### config.mk
export PLATFORM = sky130hd
export DESIGN_NAME = clk_en_divider_multi
export DESIGN_NICKNAME = d
export VERILOG_FILES = /design/src/rtl/clk_en_divider_multi.sv
export SDC_FILE = /design/constraint.sdc
export NUM_CORES = 1
export LEC_CHECK = 0
export ABC_CLOCK_PERIOD_IN_PS = 9800
export BUFFER_PORTS_ARGS = -buffer_cell sky130_fd_sc_hd__buf_2
export CAP_MARGIN = 20
export CORE_AREA = 2 2 145 112
export DETAILED_ROUTE_END_ITERATION = 8
export DIE_AREA = 0 0 147 114
export MAX_ROUTING_LAYER = met4
export SETUP_SLACK_MARGIN = 0.1
export SLEW_MARGIN = 40
export SYNTH_ARGS = -nofsm -noshare
export SYNTH_HDL_FRONTEND = slang
export SYNTH_SLANG_ARGS = --single-unit
### constraint.sdc
create_clock -name clk_100MHz -period 9.8 [get_ports clk_100MHz]
set_clock_uncertainty 0.1 [all_clocks]
set_input_delay 0.49 -clock clk_100MHz [delete_from_list [all_inputs] [get_ports clk_100MHz]]
set_output_delay 0.49 -clock clk_100MHz [all_outputs]
set_load 0.03 [all_outputs]
### src/rtl/clk_en_divider_multi.sv
// clk_en_divider_multi
//   Multi-channel, run-time programmable clock-enable generator on clk_100MHz.
//   Each channel counts 0..div_act-1. It produces a one-cycle tick at count 0
//   and a square wave that is high while count < div_act/2. A new divisor can
//   be loaded at any time. It takes effect at the end of the period in
//   progress, on a restart, or while the channel is disabled.
//
// Ports
//   clk_100MHz    system clock
//   reset         asynchronous, active-high reset
//   ch_en         per-channel run enable (level)
//   div_val       packed divisors, channel i at [i*DIV_W +: DIV_W]
//   div_load      per-channel one-cycle load request for div_val
//   sync_restart  one-cycle pulse, phase-aligns all enabled channels
//   tick          one-cycle strobe per period (registered)
//   clk_out       registered square wave, period = divisor; probe use only
//   div_busy      a loaded divisor is waiting for the next wrap
//   div_err       one-cycle pulse when a load of a divisor < 2 is rejected
module clk_en_divider_multi #(
  parameter int unsigned NUM_CH      = 2,
  parameter int unsigned DIV_W       = 16,
  parameter int unsigned DEFAULT_DIV = 4
) (
  input  logic                    clk_100MHz,
  input  logic                    reset,
  input  logic [NUM_CH-1:0]       ch_en,
  input  logic [NUM_CH*DIV_W-1:0] div_val,
  input  logic [NUM_CH-1:0]       div_load,
  input  logic                    sync_restart,
  output logic [NUM_CH-1:0]       tick,
  output logic [NUM_CH-1:0]       clk_out,
  output logic [NUM_CH-1:0]       div_busy,
  output logic [NUM_CH-1:0]       div_err
);

  localparam logic [DIV_W-1:0] DivRst = DIV_W'(DEFAULT_DIV);
  localparam logic [DIV_W-1:0] One    = DIV_W'(1);
  localparam logic [DIV_W-1:0] Two    = DIV_W'(2);

  for (genvar i = 0; i < NUM_CH; i++) begin : g_ch
    logic [DIV_W-1:0] cnt_q, cnt_d;
    logic [DIV_W-1:0] div_act_q, div_act_d;
    logic [DIV_W-1:0] pend_q, pend_d;
    logic [DIV_W-1:0] new_val, eff_pend;
    logic             busy_q, busy_d;
    logic             run_q;
    logic             tick_q, tick_d;
    logic             clk_q, clk_d;
    logic             err_q, err_d;
    logic             load_ok, eff_busy, wrap, restart;

    always_comb begin
      new_val  = div_val[i*DIV_W +: DIV_W];
      load_ok  = div_load[i] && (new_val >= Two);
      err_d    = div_load[i] && (new_val < Two);
      // A load in this cycle supersedes whatever is pending.
      eff_pend = load_ok ? new_val : pend_q;
      eff_busy = load_ok || busy_q;
      // div_act >= 2 always, so the subtraction cannot underflow.
      wrap     = (cnt_q == div_act_q - One);
      // Disabled, first enabled cycle, sync pulse or wrap all restart the
      // phase at 0 and are the only points where a pending divisor is applied.
      restart  = !ch_en[i] || !run_q || sync_restart || wrap;

      cnt_d     = cnt_q + One;
      div_act_d = div_act_q;
      pend_d    = eff_pend;
      busy_d    = eff_busy;
      if (restart) begin
        cnt_d  = '0;
        busy_d = 1'b0;
        if (eff_busy) begin
          div_act_d = eff_pend;
        end
      end

      // Outputs are registered images of the next-state count.
      tick_d = ch_en[i] && (cnt_d == '0);
      clk_d  = ch_en[i] && (cnt_d < (div_act_d >> 1));
    end

    always_ff @(posedge clk_100MHz or posedge reset) begin
      if (reset) begin
        cnt_q     <= '0;
        div_act_q <= DivRst;
        pend_q    <= '0;
        busy_q    <= 1'b0;
        run_q     <= 1'b0;
        tick_q    <= 1'b0;
        clk_q     <= 1'b0;
        err_q     <= 1'b0;
      end else begin
        cnt_q     <= cnt_d;
        div_act_q <= div_act_d;
        pend_q    <= pend_d;
        busy_q    <= busy_d;
        run_q     <= ch_en[i];
        tick_q    <= tick_d;
        clk_q     <= clk_d;
        err_q     <= err_d;
      end
    end

    assign tick[i]     = tick_q;
    assign clk_out[i]  = clk_q;
    assign div_busy[i] = busy_q;
    assign div_err[i]  = err_q;
  end

endmodule
==> Word level (Yosys, flattened, before mapping) <==
Index checks and enable logic that the tools add are counted.
{ "word_totals": {"wordCells": 64, "output_inout_bits": 8, "regBits": 106} }
{ "op_classes": {"n_lt_le_gt_ge": 6, "mux": 10, "n_eq_ne": 2, "n_reduce_logical": 24, "addsub": 4} }
{ "ops": {"columns": ["cell", "count"], "rows": [
  ["16-bit two-way mux", 8],
  ["16-bit by 1-bit adder with 16-bit output (second input constant)", 2],
  ["16-bit equality test", 2],
  ["16-bit by 2-bit >= comparator with 1-bit output (second input constant)", 2],
  ["16-bit zero test", 2],
  ["16-bit by 15-bit less-than comparator with 1-bit output", 2],
  ["16-bit by 2-bit less-than comparator with 1-bit output (second input constant)", 2],
  ["16-bit by 1-bit subtractor with 16-bit output (second input constant)", 2],
  ["1-bit logical AND", 8],
  ["1-bit logical OR", 8],
  ["1-bit zero test", 4],
  ["2-bit AND reduction", 2],
  ["1-bit two-way mux", 2]
]} }

==> Logic depth before layout (Yosys ltp) <==
Gate-level depths: netlist of the first run.
{ "logic_depth": {"word_depth": 7, "mapped_depth": 19, "mapped_depth_nobuf": 17} }

==> Worst setup path after synthesis of the first run <==
Ideal clock, no wire load.
{ "synth_path": {"path_type": "register to register", "from": "reg g_ch[0].div_act_q[2]", "to": "reg g_ch[0].clk_q", "setup_ps": 110, "arrival_ps": 4329, "required_ps": 9590, "path_stages_with_launch": 19, "path_slack_ps": 5260, "n_path_buf": 3, "cell_sequence": "dfstp_2 -> buf_2 -> or4_1 -> or3_1 -> a2111oi_0 -> nand4_1 -> nand4bb_1 -> a21oi_2 -> buf_4 -> buf_6 -> mux2i_1 -> ha_1 -> a21o_1 -> a21o_1 -> a21oi_1 -> nor2_1 -> a2111oi_0 -> o21ai_1 -> o41ai_1"} }
{ "synth_between": {"elab_chain_len": 6, "word_cells_on_any_way": 8} }
{ "synth_lines": {"columns": ["item", "line", "text"], "rows": [
  ["start, declared", "42", "logic [DIV_W-1:0] div_act_q, div_act_d;"],
  ["start signal, assigned", "85", "div_act_q <= DivRst;"],
  ["start signal, assigned", "94", "div_act_q <= div_act_d;"],
  ["16-bit by 1-bit subtractor with 16-bit output", "60", "wrap = (cnt_q == div_act_q - One);"],
  ["16-bit equality test", "60", null],
  ["1-bit logical OR", "63", "restart = !ch_en[i] || !run_q || sync_restart || wrap;"],
  ["16-bit two-way mux", "69", "if (restart) begin"],
  ["16-bit by 15-bit less-than comparator with 1-bit output *", "79", "clk_d = ch_en[i] && (cnt_d < (div_act_d >> 1));"],
  ["1-bit logical AND *", "79", null],
  ["net g_ch[0].clk_d", "48", "logic clk_q, clk_d;"],
  ["end signal, assigned", "99", "clk_q <= clk_d;"],
  ["end, declared", "48", null]
]} }
Mark *: on every way through the listed nets, which the timed path passes. The rest lies on a longest branch.
A chain may end at the register's enable or synchronous reset.

==> Worst setup path after layout of the first run <==
{ "layout_path": {"from": "reg g_ch[0].div_act_q[0]", "to": "reg g_ch[0].clk_q"} }
{ "layout_between": {"elab_chain_len": 6, "word_cells_on_any_way": 7} }
{ "layout_lines": {"columns": ["item", "line"], "rows": [
  ["16-bit by 1-bit subtractor with 16-bit output *", "60"],
  ["16-bit equality test *", "60"],
  ["1-bit logical OR *", "63"],
  ["16-bit two-way mux", "69"],
  ["16-bit by 15-bit less-than comparator with 1-bit output *", "79"],
  ["1-bit logical AND *", "79"],
  ["net g_ch[0].clk_d", "48"]
]} }
Marked as above.

==> results of run 1 <==
[routing by layer]
metal | up-vias | wire [um]
li1 | 2432 | -
met1 | 2496 | 9100
met5 | - | 0
met4 | 0 | 217
met3 | 12 | 904
met2 | 120 | 6340
[how the worst max path moves through the flow]
stage / endpoint / slack (ns) / startpoint
4_1_cts: g_ch[0].clk_q / 4.23 / g_ch[0].div_act_q[0]
3_3_place_gp: g_ch[0].clk_q / 4.42 / g_ch[0].div_act_q[4]
2_1_floorplan: g_ch[0].clk_q / 5.26 / g_ch[0].div_act_q[2]
3_5_place_dp: g_ch[0].clk_q / 4.30 / g_ch[0].div_act_q[0]
6_report: g_ch[0].clk_q / 4.19 / g_ch[0].div_act_q[0]
5_1_grt: g_ch[0].clk_q / 3.66 / g_ch[0].div_act_q[0]
[layout by cell type, fill, tap and decap left out, types with 19 or more instances in the layout]
master / synthesis / final
ha_1: 32 / 32
nor2_1: 58 / 58
buf_2: 3 / 46
dfrtp_1: 104 / 104
mux2i_1: 28 / 28
mux2_2: 35 / 35
nand3_1: 27 / 27
xor2_1: 29 / 29
nand2_1: 19 / 19
mux2_1: 27 / 27
xnor2_1: 47 / 47
nor3_1: 20 / 20
[power by group through the flow]
stage / Combinational, uW / Clock (uW) / Sequential, uW
finish: 213 / 357 / 529
global route: 238 / 386 / 535
CTS: 214 / 370 / 527
detailed placement: 212 / 0 / 536
global placement: 206 / 0 / 532
floorplan: 175 / 0 / 508
[worst max-delay path, cell delays in order, from the launching register on]
cell and delay (ns):
dfrtp_1 0.46, inv_1 0.10, ha_1 0.21, nor3b_1 0.64, a21oi_1 0.16, a311o_1 0.34
nor4_1 0.36, nand4bb_1 0.30, a21oi_4 0.58, buf_16 0.22, mux2i_1 0.20, ha_1 0.26
a21o_1 0.18, a21o_1 0.16, a21oi_1 0.13, nor3_1 0.05, a2111oi_0 0.54, o21ai_1 0.14
o41ai_1 0.34
[metrics by stage]
step / hold slack (ns) / power, uW / utilization / setup slack, ns
5_1_grt: 0.113 / 1160 / 0.477 / 3.66
3_3_place_gp: 0.396 / 737 / 0.454 / 4.42
2_1_floorplan: 0.369 / 683 / - / 5.26
3_5_place_dp: 0.399 / 748 / 0.457 / 4.30
4_1_cts: 0.0834 / 1110 / 0.476 / 4.23
6_report: 0.0736 / 1100 / 0.477 / 4.19
[cell families (layout without fill, tap and decap cells)]
family,Yosys count,count (layout),share of synthesized area
fa+ha+maj,32,32,0.0594
flops,106,106,0.394
mux,90,90,0.145
buf+inv,64,83,0.0456
simple gates,217,217,0.176
compound gates,80,80,0.0816
xor+xnor,76,76,0.0987
[state kept, by name, summed over array words and instances, names as in the netlist]
register	cells
g_ch.cnt_q	32
g_ch.div_act_q	32
g_ch.pend_q	32
g_ch.busy_q	2
g_ch.clk_q	2
g_ch.err_q	2
g_ch.run_q	2
g_ch.tick_q	2
[layout make-up]
| cell class | instances | area share |
|---|---|---|
| sequential | 106 | 0.359 |
| clock buffer | 10 | 0.0310 |
| timing repair buffer | 50 | 0.0384 |
| tap | 210 | 0.0355 |
| inverter | 17 | 0.00897 |
| clock inverter | 6 | 0.00795 |
| multi-input combinational | 495 | 0.519 |
==> metrics.txt, run 1 <==
crit path kind=reg -> reg; GPL Wtd Cong=0.898; Post-Syn Area per Cell=10.1 um2; Nets=750; die footprint=0.0168 mm2; Post CTS Setup Buffer Count=0; combinational share of power=0.194; largest net degree at the start of global routing=68; CORE AREA=0.0155 mm2; internal power=754 uW; reported net switching power=345 uW; DRT Pass-1 Iters=5; CP Data Arrival Time=5.75 ns; Vias/cell=5.66; status=finished clean; worst hold path class=in -> async; area of the multi-input gates=0.00384 mm2; post-route setup TNS=0 ns; Detail Placement HPWL=12.8 mm; r2r setup slk=4.19 ns; Post-CTS Resized=0; FF+latch area=0.00266 mm2; Period Utilization, post-route=0.572; starting density of the core=0.435; final-report hold violation count=0; met1 Track Usage GR=0.329; Layout area overhead=9.61%; clock network power share=0.325; synthesized area=0.00675 mm2; routing usage on met3=0.0416; number of clock sinks=106; area leader, netlist=dfrtp_1; synth warn=0; maximum fanout along the worst path=15; CP required=9.94 ns; fin crit period=5.61 ns; P_leak=0.00323 uW; Sequential Power Share=0.481; Slew Viols, Final=0; Syn Nets=736; Switching Share=0.314; antenna viol nets, final=0; r2r worst-path depth=18; RSZ-0062 raised after global routing=no; fin area=0.00739 mm2; Critical R2R Launch=g_ch[0].div_act_q[0]; Startpoint Class=register; layout cells sized above 1=0.177; worst reg2reg path endpoint=g_ch[0].clk_q; fill count=1,500; worst slew pin tran=0.749 ns; clock root buffer=clkbuf_16; DRT Wirelength=16.6 mm; Clk Latency, worst-skew pair=0.35 ns; first-pass GRT wire length=26.6 mm; post-synth top area share=0.386; clk buf depth=2; EDFF count, synth=0; M2 GR Usage=0.275; cell count after placement=878; Port Buffers=46; CTS Buf Count=9; initial antenna violation count=0; ys async rst share=1.00; htree depth=3; total track usage=0.211; f_max=178 MHz; chip width=147 um; Unique masters post-synth=67; cells after synthesis=665; Inserted Diodes=0; gr busiest metal=met1; cts hold-fix bufs=0; post-synthesis sequential area ratio=0.394; per-cell routed wire length=18.5 um; PwrDens=149 mW/mm2; Finished Layout Cells=894; Iteration-0 DRC Markers=440; Rows=40; clock-pin slew on the worst setup and hold paths=0.08 ns; Crit. End Element=register; #FFs+latches synth=106; Final setup viols=0; DR vias=5,060; total global routing overflow=0; die height=114 um; Top FF cell, synth=dfrtp_1; ranking of synthesized cells by area=dfrtp_1 (39%), xnor2_1 (6.1%), ha_1 (5.9%), mux2_2 (5.8%), mux2_1 (4.5%); Ports=47; top-count cell post-synth=dfrtp_1; Peak supply drop=0.0867 mV; vias in the first global route=4,857; Max Cap Viol=0; DRC viols=0; most frequent cells after synthesis=dfrtp_1 (104), nor2_1 (58), xnor2_1 (47), mux2_2 (35), ha_1 (32); worst rel slew slack=0.500; Placement Cell Area=0.00709 mm2; CTS tree=yes
Power figures use the tool's default switching activity.
==> run 2, diff against run 1 <==
--- a/config.mk
+++ b/config.mk
@@ -5,7 +5,7 @@
 export SDC_FILE = /design/constraint.sdc
 export NUM_CORES = 1
 export LEC_CHECK = 0
-export ABC_CLOCK_PERIOD_IN_PS = 9800
+export ABC_CLOCK_PERIOD_IN_PS = 5520
 export BUFFER_PORTS_ARGS = -buffer_cell sky130_fd_sc_hd__buf_2
 export CAP_MARGIN = 20
 export CORE_AREA = 2 2 145 112
==> constraint.sdc (replaced) <==
create_clock -name clk_100MHz -period 5.52 [get_ports clk_100MHz]
set_clock_uncertainty 0.1 [all_clocks]
set_input_delay 0.276 -clock clk_100MHz [delete_from_list [all_inputs] [get_ports clk_100MHz]]
set_output_delay 0.276 -clock clk_100MHz [all_outputs]
set_load 0.03 [all_outputs]
==> run 2 against run 1 <==
Register-to-register slack got worse by 3.7 ns. Final cell count increased by 1.5%. Sequential share of layout area down 0.36 points. Largest power group unchanged.
==> metrics.txt, run 2 (synthesized netlist as in run 1, its figures left out) <==
DR vias=5,068; RSZ-0062 raised after global routing=no; clock-pin slew on the worst setup and hold paths=0.08 ns; DRT Wirelength=16.5 mm; per-cell routed wire length=18.2 um; P_leak=0.00328 uW; Detail Placement HPWL=12.7 mm; Critical R2R Launch=g_ch[0].div_act_q[0]; starting density of the core=0.435; Startpoint Class=register; worst reg2reg path endpoint=g_ch[0].clk_q; Clk Latency, worst-skew pair=0.36 ns; area of the multi-input gates=0.00382 mm2; chip width=147 um; Layout area overhead=10.7%; maximum fanout along the worst path=14; fill count=1,459; htree depth=3; worst rel slew slack=0.445; total track usage=0.211; r2r worst-path depth=15; clock root buffer=clkbuf_16; Vias/cell=5.59; Max Cap Viol=0; DRC viols=0; commonest cells after routing, fill and taps aside=dfrtp_1 (104), nor2_1 (58), xnor2_1 (47), buf_2 (46), mux2_2 (35); Period Utilization, post-route=0.917; clock network power share=0.331; initial antenna violation count=0; crit path kind=reg -> reg; worst slew pin tran=0.825 ns; f_max=198 MHz; total global routing overflow=0; Port Buffers=46; Nets=763; GPL Wtd Cong=0.901; CTS Buf Count=9; CORE AREA=0.0155 mm2; fin crit period=5.06 ns; die height=114 um; commonest non-fill, non-tap cell in the layout=dfrtp_1; layout cells sized above 1=0.188; Crit. End Element=register; crit path capture=g_ch[0].clk_q; CP required=5.64 ns; internal power=1350 uW; status=finished clean; Ports=47; Iteration-0 DRC Markers=473; Tot Pwr=1980 uW; largest net degree at the start of global routing=59; combinational share of power=0.197; PwrDens=265 mW/mm2; Switching Share=0.320; Peak supply drop=0.180 mV; Hold Crit Start=ch_en[0]; vias in the first global route=4,915; clk buf depth=2; CTS tree=yes; FF+latch area=0.00266 mm2; antenna viol nets, final=0; Sequential Power Share=0.472; CP Data Arrival Time=5.18 ns; Slew Viols, Final=0; Final setup viols=0; number of clock sinks=106; DRT Pass-1 Iters=5; Rows=40; Inserted Diodes=0; post-route setup TNS=0 ns; final-report hold violation count=0; die footprint=0.0168 mm2; first-pass GRT wire length=26.8 mm; r2r setup slk=0.46 ns; hold slack final=0.00990 ns; Critical Path Source=g_ch[0].div_act_q[0]; Post CTS Setup Buffer Count=0; Top Registers=g_ch.cnt_q: 32 flops, g_ch.div_act_q: 32 flops, g_ch.pend_q: 32 flops; reported net switching power=632 uW; worst hold path class=in -> reg
[run 2: cell types whose count changed in the layout (fill, tap and decap cells not counted), sizes merged]
cell	before	now
clkbuf	10	9
buf	50	61
clkinvlp	0	1
dlygate4sd3	0	2
[run 2: area by class of cell]
cell class,instances,area share
clock buffers,9,0.0302
clock inverters,7,0.00922
inverters,17,0.00888
multi-input cells,495,0.512
flip-flops and latches,106,0.356
well taps,210,0.0352
repair buffers,63,0.0491
[run 2: how the worst min path moves through the flow]
stage | endpoint | cells past startpoint
floorplan | g_ch[0].run_q | 0
global route | g_ch[0].run_q | 1
global placement | g_ch[0].pend_q[13] | 2
finish | g_ch[0].run_q | 1
CTS | g_ch[0].run_q | 1
detailed placement | g_ch[0].pend_q[13] | 2
[run 2: power groups by stage]
stage                     logic, uW  registers [uW]  clock network (uW)
after CTS                       389             931                 671
after global placement          375             942                   0
final                           390             934                 654
after floorplan                 311             902                   0
after global routing            433             945                 704
after detailed placement        385             947                   0
[run 2: timing repair]
action                                  in CTS  in global routing
endpoints found under the setup margin       0                  1
endpoints found under the hold margin       47                  0
hold buffers                                 2                  0
resized for setup                            0                  2
[run 2: metal layers]
layer,share of wire,track usage,up-vias
met1,0.53,0.328,2449
met3,0.068,0.0484,17
met5,0,-,-
met2,0.39,0.277,144
li1,-,-,2458
met4,0.012,0.0455,0
[run 2: through the flow]
stage	util	area, um2	instances	worst slack [ns]
after global routing	0.481	7470	907	0.136
after detailed placement	0.460	7130	889	0.484
final	0.481	7470	907	0.459
after CTS	0.480	7450	907	0.436
after floorplan	-	6750	665	0.980
after global placement	0.460	7130	889	0.807
[run 2: critical path, cell delays in order (launching register included)]
cell and delay [ns]:
dfrtp_1 0.45, or4_1 0.55, or3_1 0.35, a2111oi_0 0.44, nand4_1 0.19, nand4bb_1 0.36, a21oi_4 0.28, buf_4 0.26
mux2i_1 0.23, ha_1 0.26, a21o_1 0.16, a21oi_1 0.16, nor3_1 0.07, a2111oi_1 0.48, o21ai_1 0.13, o41ai_1 0.44
==> run 3, diff against run 2 <==
--- a/config.mk
+++ b/config.mk
@@ -12,6 +12,7 @@
 export DETAILED_ROUTE_END_ITERATION = 8
 export DIE_AREA = 0 0 147 114
 export MAX_ROUTING_LAYER = met4
+export REMOVE_ABC_BUFFERS = 1
 export SETUP_SLACK_MARGIN = 0.1
 export SLEW_MARGIN = 40
 export SYNTH_ARGS = -nofsm -noshare
==> run 3 against run 2 <==
Clock power decreased by 2%. Clock-buffer cell count unchanged. Design area about the same. First-iteration DRC count decreased by 5.1%. Register-to-register slack improved by 0.20 ns. Combinational power about the same. Final cell count increased by 0.22%. Worst hold slack improved by 0.0037 ns.
==> metrics.txt, run 3 (synthesized netlist as in run 1, its figures left out) <==
total global routing overflow=0; per-cell routed wire length=18.4 um; chip width=147 um; CTS Buf Count=9; P_leak=0.00329 uW; layout cells sized above 1=0.189; initial antenna violation count=0; CORE AREA=0.0155 mm2; Clk Latency, worst-skew pair=0.36 ns; status=finished clean; M2 GR Usage=0.290; Iteration-0 DRC Markers=449; routing usage on met3=0.0400; RSZ-0062 raised after global routing=no; commonest cells after routing, fill and taps aside=dfrtp_1 (104), nor2_1 (58), xnor2_1 (47), buf_2 (46), mux2_2 (35); Port Buffers=46; antenna viol nets, final=0; CP max-delay cell=or4_4; first-pass GRT wire length=27.2 mm; total track usage=0.214; clock root buffer=clkbuf_16; worst slew pin tran=0.802 ns; met1 Track Usage GR=0.328; WP buf/inv=1; fin crit period=4.86 ns; Rows=40; worst rel slew slack=0.461; CP required=5.72 ns; PwrDens=263 mW/mm2; GPL Wtd Cong=0.908; Period Utilization, post-route=0.881; DR vias=5,143; htree depth=3; DRT Wirelength=16.8 mm; cell breakdown of the critical path=or4_4 -> or3_1 -> a2111o_1 -> a32oi_1 -> nand4_2 -> a21oi_4 -> buf_4 -> mux2i_1 -> ha_1 -> nand4_1 -> o22ai_1 -> o21ai_0 -> o211ai_1 -> a31oi_1 -> o311a_1; maximum fanout along the worst path=11; crit path kind=reg -> reg; Ports=47; Nets=765; clk buf depth=2; starting density of the core=0.435; DRT Pass-1 Iters=5; Top Family by Delay on Critical Path=compound AO/OA/AOI/OAI gates; gr busiest metal=met1; CP Data Arrival Time=5.06 ns; Crit. End Element=register; Slew Viols, Final=0; CTS tree=yes; post-route setup TNS=0 ns; die height=114 um; Core Util, Final=0.482; final-report hold violation count=0; largest net degree at the start of global routing=61; Startpoint Class=register; Layout area overhead=10.8%; worst hold path class=in -> reg; f_max=206 MHz; number of clock sinks=106; die footprint=0.0168 mm2; Vias/cell=5.66; Inserted Diodes=0; vias in the first global route=5,140; Top Registers=g_ch.cnt_q: 32 flops, g_ch.div_act_q: 32 flops, g_ch.pend_q: 32 flops; Final setup viols=0; Largest stage delay, worst path=0.59 ns; clock-pin slew on the worst setup and hold paths=0.08 ns; Peak supply drop=0.154 mV; Max Cap Viol=0; commonest non-fill, non-tap cell in the layout=dfrtp_1; DRC viols=0; Detail Placement HPWL=12.7 mm
## run 3: timing repair
action,CTS,global route
resized for setup,0,3
endpoints found under the hold margin,46,0
buffers inserted,0,4
hold buffers,2,0
setup endpoints to repair,0,1
## run 3: final timing paths
path                                       from                    end  slack, ns  cells past startpoint
max reg2reg                g_ch[1].div_act_q[9]          g_ch[1].clk_q       0.66                     15
max                        g_ch[1].div_act_q[9]          g_ch[1].clk_q       0.66                     15
max in group asynchronous                 reset  g_ch[1].div_act_q[11]       3.89                      4
min                                    ch_en[0]          g_ch[0].run_q       0.01                      1
min reg2reg                   g_ch[1].pend_q[4]      g_ch[1].pend_q[4]       0.42                      1
min in group asynchronous                 reset      g_ch[0].pend_q[0]       0.44                      3
## run 3: through the flow
step                      power [uW]  hold WS [ns]  std cells  cell area [um2]  setup WS, ns
after floorplan                 1200         0.207        618             6500         0.347
after global placement          1310         0.282        887             7120         0.624
after detailed placement        1330         0.296        887             7120         0.421
after CTS                       1980       0.00253        905             7430         0.392
after global routing            2070        0.0100        909             7470         0.153
final                           1960        0.0136        909             7470         0.655
## run 3: final cells by class
cell class	count	area, um2
multi-input combinational	495	3820
sequential	106	2660
fill	1438	8040
timing repair buffer	65	382
clock buffer	9	225
inverter	17	66.3
clock inverter	7	62.6
tap	210	263
## run 3: layer usage
metal  vias to the layer above  part of all wire  wire, um
met5                         -                 0         0
met4                         0            0.0089       149
met3                        12             0.056       945
met2                       146              0.40      6770
met1                      2535              0.53      8900
li1                       2450                 -         -
## run 3: worst register-to-register path: cells and delay by family, from the launching register on
family | cells | cell delay [ns]
AO/OA/AOI/OAI | 8 | 2.13
AND/OR/NAND/NOR | 4 | 1.35
flip-flops | 1 | 0.47
adder cells (fa/ha/maj) | 1 | 0.28
multiplexers | 1 | 0.25
buffers and inverters | 1 | 0.24
## run 3: power by group
part	internal [uW]	switching (uW)
clock network	315	322
logic	182	208
registers	846	91.2
total	1340	621
